<file path="src/rtl/addsub_pkg.sv">
// Shared encodings and helpers for the digit-serial adder/subtractor.
package addsub_pkg;

    localparam logic OP_ADD = 1'b0;
    localparam logic OP_SUB = 1'b1;

    typedef enum logic [1:0] {IDLE, RUN, DONE} state_e;

    // Signed limit of a w-bit word: most negative when neg=1, most positive otherwise.
    function automatic logic [63:0] sat_limit(input logic neg, input int unsigned w);
        logic [63:0] msb;
        msb = 64'd1 << (w - 1);
        return neg ? msb : msb - 64'd1;
    endfunction

endpackage

</file>
<file path="src/rtl/addsub_digit.sv">
// One DIGIT-bit ripple-carry slice; also exposes the carry into its top bit.
module addsub_digit #(
    parameter int DIGIT = 4
) (
    input  logic [DIGIT-1:0] a_i,
    input  logic [DIGIT-1:0] b_i,
    input  logic             c_i,
    output logic [DIGIT-1:0] s_o,
    output logic             c_o,
    output logic             c_msb_o
);

    logic [DIGIT:0] c;

    always_comb begin
        s_o  = '0;
        c    = '0;
        c[0] = c_i;
        for (int j = 0; j < DIGIT; j++) begin
            s_o[j]   = a_i[j] ^ b_i[j] ^ c[j];
            c[j+1]   = (a_i[j] & b_i[j]) | (c[j] & (a_i[j] ^ b_i[j]));
        end
    end

    assign c_o     = c[DIGIT];
    assign c_msb_o = c[DIGIT-1];

endmodule

</file>
<file path="src/rtl/addsub_serial.sv">
// Digit-serial add/sub, LSB digit first, valid/ready on both sides.
// Define ADDSUB_SATURATE_EN to clamp the result to the signed limit on overflow.
module addsub_serial
    import addsub_pkg::*;
#(
    parameter int WIDTH = 16,
    parameter int DIGIT = 4
) (
    input  logic             clk,
    input  logic             rst_n,
    input  logic             in_valid,
    output logic             in_ready,
    input  logic             op,
    input  logic [WIDTH-1:0] a,
    input  logic [WIDTH-1:0] b,
    input  logic             c_in,
    output logic             out_valid,
    input  logic             out_ready,
    output logic [WIDTH-1:0] sum,
    output logic             c_out,
    output logic             ovf
);

    localparam int NDIG = WIDTH / DIGIT;
    localparam int KW   = (NDIG > 1) ? $clog2(NDIG) : 1;
    localparam logic [KW-1:0] KLAST = KW'(NDIG - 1);

    state_e           state_q, state_d;
    logic [WIDTH-1:0] a_q, a_d, b_q, b_d, sum_q, sum_d;
    logic             carry_q, carry_d, c_out_q, c_out_d, ovf_q, ovf_d;
    logic [KW-1:0]    k_q, k_d;

    logic [DIGIT-1:0] dig_a, dig_b, dig_s;
    logic             dig_c, dig_cm;

    assign dig_a = a_q[int'(k_q)*DIGIT +: DIGIT];
    assign dig_b = b_q[int'(k_q)*DIGIT +: DIGIT];

    addsub_digit #(.DIGIT(DIGIT)) u_digit (
        .a_i     (dig_a),
        .b_i     (dig_b),
        .c_i     (carry_q),
        .s_o     (dig_s),
        .c_o     (dig_c),
        .c_msb_o (dig_cm)
    );

    always_comb begin
        state_d   = state_q;
        a_d       = a_q;
        b_d       = b_q;
        sum_d     = sum_q;
        carry_d   = carry_q;
        c_out_d   = c_out_q;
        ovf_d     = ovf_q;
        k_d       = k_q;
        in_ready  = 1'b0;
        out_valid = 1'b0;
        case (state_q)
            IDLE: begin
                in_ready = 1'b1;
                if (in_valid) begin
                    // Subtract is folded into the operands: a + ~b + ~c_in.
                    a_d     = a;
                    b_d     = (op == OP_SUB) ? ~b : b;
                    carry_d = c_in ^ op;
                    k_d     = '0;
                    state_d = RUN;
                end
            end
            RUN: begin
                sum_d[int'(k_q)*DIGIT +: DIGIT] = dig_s;
                carry_d = dig_c;
                k_d     = k_q + 1'b1;
                if (k_q == KLAST) begin
                    c_out_d = dig_c;
                    ovf_d   = dig_c ^ dig_cm;
                    k_d     = '0;
                    state_d = DONE;
`ifdef ADDSUB_SATURATE_EN
                    if (dig_c ^ dig_cm)
                        sum_d = WIDTH'(sat_limit(a_q[WIDTH-1], WIDTH));
`endif
                end
            end
            DONE: begin
                out_valid = 1'b1;
                if (out_ready) state_d = IDLE;
            end
            default: state_d = IDLE;
        endcase
    end

    always_ff @(posedge clk or negedge rst_n) begin
        if (!rst_n) begin
            state_q <= IDLE;
            a_q     <= '0;
            b_q     <= '0;
            sum_q   <= '0;
            carry_q <= 1'b0;
            c_out_q <= 1'b0;
            ovf_q   <= 1'b0;
            k_q     <= '0;
        end else begin
            state_q <= state_d;
            a_q     <= a_d;
            b_q     <= b_d;
            sum_q   <= sum_d;
            carry_q <= carry_d;
            c_out_q <= c_out_d;
            ovf_q   <= ovf_d;
            k_q     <= k_d;
        end
    end

    assign sum   = sum_q;
    assign c_out = c_out_q;
    assign ovf   = ovf_q;

endmodule
</file>
<file path="config.mk">
export PLATFORM = sky130hd
export DESIGN_NAME = addsub_serial
export DESIGN_NICKNAME = d
export VERILOG_FILES = /design/src/rtl/addsub_pkg.sv /design/src/rtl/addsub_digit.sv /design/src/rtl/addsub_serial.sv
export SDC_FILE = /design/constraint.sdc
export NUM_CORES = 1
export LEC_CHECK = 0
export ABC_CLOCK_PERIOD_IN_PS = 3100
export CORE_MARGIN = 4
export CORE_UTILIZATION = 51
export DETAILED_ROUTE_END_ITERATION = 12
export PLACE_DENSITY = 0.86
export SYNTH_ARGS = -nofsm -noshare
export SYNTH_HDL_FRONTEND = slang
export SYNTH_SLANG_ARGS = --single-unit
</file>
<file path="constraint.sdc">
create_clock -name clk -period 3.1 [get_ports clk]
set_input_delay 0.62 -clock clk [delete_from_list [all_inputs] [get_ports clk]]
set_output_delay 0.62 -clock clk [all_outputs]
set_load 0.005 [all_outputs]
</file>
After elaboration in Yosys (flattened, before gate mapping)
Cells that the tools add are included. Widths: inputs -> output; s select.

Add/subtract/negate cells: 2. Equal/unequal tests: 6. Shifts and indexed selects: 4. Mux-type cells: 13. Bitwise operators: 23. Reductions and logical operators: 6.

Operator list (number): $neg 4->33 (1); $shift 4x33->16 const A (1); $shiftx 4x33->16 (1); $shiftx 16x5->4 (2); $bwmux 16 (1); $mux 16 (1); $not 16->16 (1); $mux 2 (5); $xor 1x1->1 (10); $and 1x1->1 (8); $ne 2x2->1 const B (3); $pmux 2 s3 (1); $reduce_and 2->1 (3); $eq 2x2->1 const B (2); $or 1x1->1 (4); $pmux 2 s2 (1); $mux 1 (3); $reduce_and 3->1 (1); $add 2x1->2 const B (1); $eq 2x1->1 const B (1); $logic_not 2->1 (1); $pmux 1 s2 (1); $reduce_bool 2->1 (1).

Flip-flop bits (word level): 55. Output and inout port bits: 20. Word-level logic and storage cells: 62.

Depth between registers and ports, before layout
Word-level depth: 11. Depth in mapped cells: 10. Depth with buffers taken out: 9.

By module
Synthesis repeated with hierarchy kept, for this count alone.

Cell total of the unflattened synthesis: 203. Area, all modules: 2658.8 sq um.

Modules (own cells, without submodules): addsub_serial (times used 1, cells each 191, area an instance 2548.7 sq um, sequential area each 1376.3 sq um); addsub_digit (times used 1, cells each 12, area an instance 110.1 sq um, sequential area each 0.0 sq um).

Worst setup path before layout
OpenSTA, ideal clock, no wires.

Path kind: reg2reg. From: reg k_q[0]. To: reg c_out_q, in the netlist c_out. Arrival time: 2.624 ns. Setup slack: 0.351 ns. Stages on the path, launching flop included: 10. Cells stage by stage: dfrtp_1 > buf_2 > buf_4 > mux4_2 > inv_1 > fa_1 > inv_1 > fa_1 > fa_1 > mux2_2.

Cells in the longest elaborated chain, start to end: 10. Elaborated cells on any way between the ends: 20. Those cells by class: eq/ne (1); shift (2); bitwise (16); reduce/logical (1).

Ends and longest elaborated chain: from (decl) (RTL line addsub_serial.sv:31) `logic [KW-1:0] k_q, k_d;`; from (signal assigned) (RTL line addsub_serial.sv:112) `k_q <= k_d;`; $shiftx 16x5->4 (on tied branches) (RTL line addsub_serial.sv:36, addsub_serial.sv:37); $xor 1x1->1 (RTL line addsub_digit.sv:21) `c[j+1] = (a_i[j] & b_i[j]) | (c[j] & (a_i[j] ^ b_i[j]));`; $and 1x1->1 (RTL line addsub_digit.sv:21); $or 1x1->1 (RTL line addsub_digit.sv:21); $and 1x1->1 (RTL line addsub_digit.sv:21); $or 1x1->1 (RTL line addsub_digit.sv:21); $and 1x1->1 (RTL line addsub_digit.sv:21); $or 1x1->1 (RTL line addsub_digit.sv:21); $and 1x1->1 (RTL line addsub_digit.sv:21); $or 1x1->1 * (RTL line addsub_digit.sv:21); via dig_c (RTL line addsub_serial.sv:34) `logic dig_c, dig_cm;`; to (signal assigned) (RTL line addsub_serial.sv:110) `c_out_q <= c_out_d;`; to (decl) (RTL line addsub_serial.sv:30) `logic carry_q, carry_d, c_out_q, c_out_d, ovf_q, ovf_d;`.

Mark *: on every way through the listed nets, which the timed path passes. The rest lies on a longest branch. A chain may end at the register's enable or synchronous reset.

Worst setup path after layout
From: reg k_q[0]. To: reg carry_q.

Cells in the longest elaborated chain, start to end: 11. Elaborated cells on any way between the ends: 19. Those cells by class: shift (2); mux (1); bitwise (16).

Ends and longest elaborated chain: $shiftx 16x5->4 (on tied branches) (RTL line addsub_serial.sv:36, addsub_serial.sv:37); $xor 1x1->1 (RTL line addsub_digit.sv:21); $and 1x1->1 (RTL line addsub_digit.sv:21); $or 1x1->1 (RTL line addsub_digit.sv:21); $and 1x1->1 (RTL line addsub_digit.sv:21); $or 1x1->1 (RTL line addsub_digit.sv:21); $and 1x1->1 (RTL line addsub_digit.sv:21); $or 1x1->1 (RTL line addsub_digit.sv:21); $and 1x1->1 (RTL line addsub_digit.sv:21); $or 1x1->1 * (RTL line addsub_digit.sv:21); via dig_c (RTL line addsub_serial.sv:34); $pmux 1 s2 * (RTL line addsub_serial.sv:59) `case (state_q)`; to (signal assigned) (RTL line addsub_serial.sv:109) `carry_q <= carry_d;`; to (decl) (RTL line addsub_serial.sv:30).

Marks and branches as above.

==> metrics.md <==
| Metric | Value |
|---|---|
| Status | finished, final reports clean |
| First-pass GRT wire length | 9.35 mm |
| Post-synthesis cell type count | 28 |
| Drt wl/cell | 15.2 um |
| Register area share after synthesis | 50.8% |
| Initial antenna violation count | 0 |
| Layout Nets | 331 |
| Total wire length | 5.40 mm |
| Overflow after GRT | 0 |
| CP Capture Point | carry_q$_DFFE_PN0P_ |
| Slowest-stage cell, CP | dfrtp_1 |
| Final Cycle Share | 92.6% |
| Worst vdd ir | 0.516 mV |
| Clock transition at path regs | 0.10 ns |
| CTS Hold Bufs | 0 |
| Core ar. | 0.00514 mm2 |
| Tot GR Track Use | 18.8% |
| Finished Cell Area | 0.00345 mm2 |
| H-tree levels | 2 |
| Number of post-CTS setup repair buffers | 0 |
| YS warnings | 0 |
| Critical Path Start | k_q[0]$_DFFE_PN0P_ |
| Post-synth ARST share | 100% |
| Main synth FF type | dfrtp_1 |
| Vias in the first global route | 2016 |
| Drt drc | 0 |
| Iter 0 DRT Violations | 97 |
| Ports | 58 |
| Area grow syn2layout | 27.4% |
| Root Driver | clkbuf_8 |
| Top cell by count, worst path | fa_1 |
| R2r endpoint | carry_q$_DFFE_PN0P_ |
| Yosys reg bits | 55 |
| Synth Instances | 224 |
| Total Negative Setup Slacks | 0 ns |
| Die area | 0.00654 mm2 |
| Fin crit period | 2.87 ns |
| Area share of the largest cell type after synthesis | 50.8% |
| Post-CTS resize count | 0 |
| Gpl congestion | 0.863 |
| Sink Count | 55 |
| Arrival @ worst endpoint | 3.05 ns |
| Final Power | 3.55 mW |
| Syn_nets | 272 |
| Most frequent cell after synthesis | dfrtp_1 |
| Leakage | 1.46 nW |
| R2r setup slk | 0.23 ns |
| Max_slew headroom | 65.6% |
| Detailed-route via count | 1877 |
| WP data required | 3.28 ns |
| Largest net degree at the start of global routing | 52 |
| TritonCTS clock tree | built |
| Drt pass-1 iters | 4 |
| Worst path cell trace | buf_4, mux4_2, inv_1, fa_1, inv_1, fa_1, fa_1, a22oi_1, o31ai_1 |
| CP Launch Type | flop |
| MaxCap Viol Count | 0 |
| Final hold violation count | 0 |
| Via density | 5.30 |
| Peak Freq | 348 MHz |
| Skew-Pair Late Insertion Delay | 0.31 ns |
| Syn Area/Cell | 12.1 um2 |
| Chip width | 80.9 um |
| Crit-path max FO | 6 |
| Reg-to-Reg Start | k_q[0]$_DFFE_PN0P_ |
| TritonCTS Buffers | 5 |
| Actual slew at the worst max-slew pin | 0.516 ns |
| Layout cell share with drive strength beyond 1 | 16.5% |
| Detailed Place HPWL | 4.22 mm |
| Cell area after synthesis | 0.00271 mm2 |
| Routed Antenna Nets | 0 |
| Row cnt | 26 |
| Die Span Y | 80.9 um |
| Cell Pwr Density | 1030 mW/mm2 |
| Post-synth EDFFs | 0 |
| CP max stage delay | 0.55 ns |
| Final core occ | 67.2% |
| Critical path class | reg -> reg |
| Cell accounting for the most synthesized area | dfrtp_1 |
| Port-buffer cells | 57 |
| ANT cells | 0 |
| Placement-stage cell area | 0.00333 mm2 |
| Synth top area cells | dfrtp_1 51%, mux2_2 7.1%, mux4_2 6.6%, xnor2_1 5.5%, a21oi_1 3.0% |
| R2R cell count | 9 |
| Initial core utilization | 52.7% |
| Hold crit path type | in -> async |
| Final Setup Violations | 0 |
| Max Root-Sink Buffers | 2 |
| RSZ-0062 raised after global routing | false |
| Commonest cells in the netlist | 55 x dfrtp_1, 20 x nor2_1, 19 x nand2_1, 17 x mux2_2, 17 x xnor2_1 |
| Critical Path End Type | flop |
| Final Max Slew Viols | 0 |
| Skew final | 0.00964 ns |
## worst min-delay path by stage
| stage | from | endpoint | slack, ns |
|---|---|---|---|
| after global routing | rst_n | sum[10]$_DFFE_PN0P_ | 0.15 |
| after floorplan | rst_n | a_q[0]$_DFFE_PN0P_ | 0.32 |
| after detailed placement | sum[14]$_DFFE_PN0P_ | sum[14]$_DFFE_PN0P_ | 0.46 |
| final | rst_n | sum[10]$_DFFE_PN0P_ | 0.15 |
| after global placement | sum[9]$_DFFE_PN0P_ | sum[9]$_DFFE_PN0P_ | 0.46 |
| after CTS | rst_n | sum[10]$_DFFE_PN0P_ | 0.16 |
## layer usage
metal | GRT usage [%] | up-vias | share of wire [%]
li1 | - | 878 | -
met1 | 22.3 | 914 | 41
met2 | 32.0 | 68 | 50
met3 | 5.21 | 17 | 6.1
met4 | 8.11 | 0 | 3.0
met5 | 0 | - | 0
## per-stage QoR
step                std cells  worst slack (ns)  hold WS, ns
detailed placement        346             0.244        0.465
global route              354            0.0267        0.150
finish                    354             0.230        0.149
global placement          346             0.329        0.461
CTS                       354             0.222        0.157
floorplan                 224             0.351        0.324
## state kept, by name, summed over array words and instances (netlist names)
register / flops
k_q: 2
a_q: 16
carry_q: 1
sum: 16
state_q: 2
b_q: 16
c_out: 1
ovf: 1
## power by group
group	total [mW]	switching [mW]	leakage [nW]	internal, mW
Sequential	1.28	0.249	0.668	1.03
Clock	0.489	0.228	0.0612	0.262
Combinational	1.78	0.867	0.736	0.909
## layout by cell type (no fill, tap or decap), types with 3 or more instances in the layout
master            n
clkdlybuf4s50_1  56
dfrtp_1          55
nor2_1           20
nand2_1          19
mux2_2           17
xnor2_1          17
a21oi_1          16
o21ai_0          14
inv_1            13
mux4_2            8
buf_4             7
ha_1              6
clkbuf_8          6
fa_1              4
nand3b_4          3
o31ai_1           3
## cell families after synthesis
family | after synthesis | synth area share [%]
xor+xnor | 18 | 5.82
compound gates | 38 | 7.94
flops | 55 | 50.8
simple gates | 52 | 10.8
mux | 26 | 14.1
buf+inv | 25 | 4.80
fa+ha+maj | 10 | 5.72
## cell type report
cell class | instances | area (um2)
clock inverters | 2 | 35.0
multi-input cells | 144 | 1200
inverters | 13 | 48.8
repair buffers | 64 | 618
fillers | 403 | 1690
well taps | 70 | 87.6
clock buffers | 6 | 82.6
flip-flops and latches | 55 | 1380
## worst max-delay path: cells and delay by family, from the launching register on
family	cells	cell delay [ns]
mux	1	0.49
compound gates	2	0.32
fa+ha+maj	3	1.02
buf+inv	3	0.37
flops	1	0.55
Note: power is estimated with default switching activity, not from simulation.
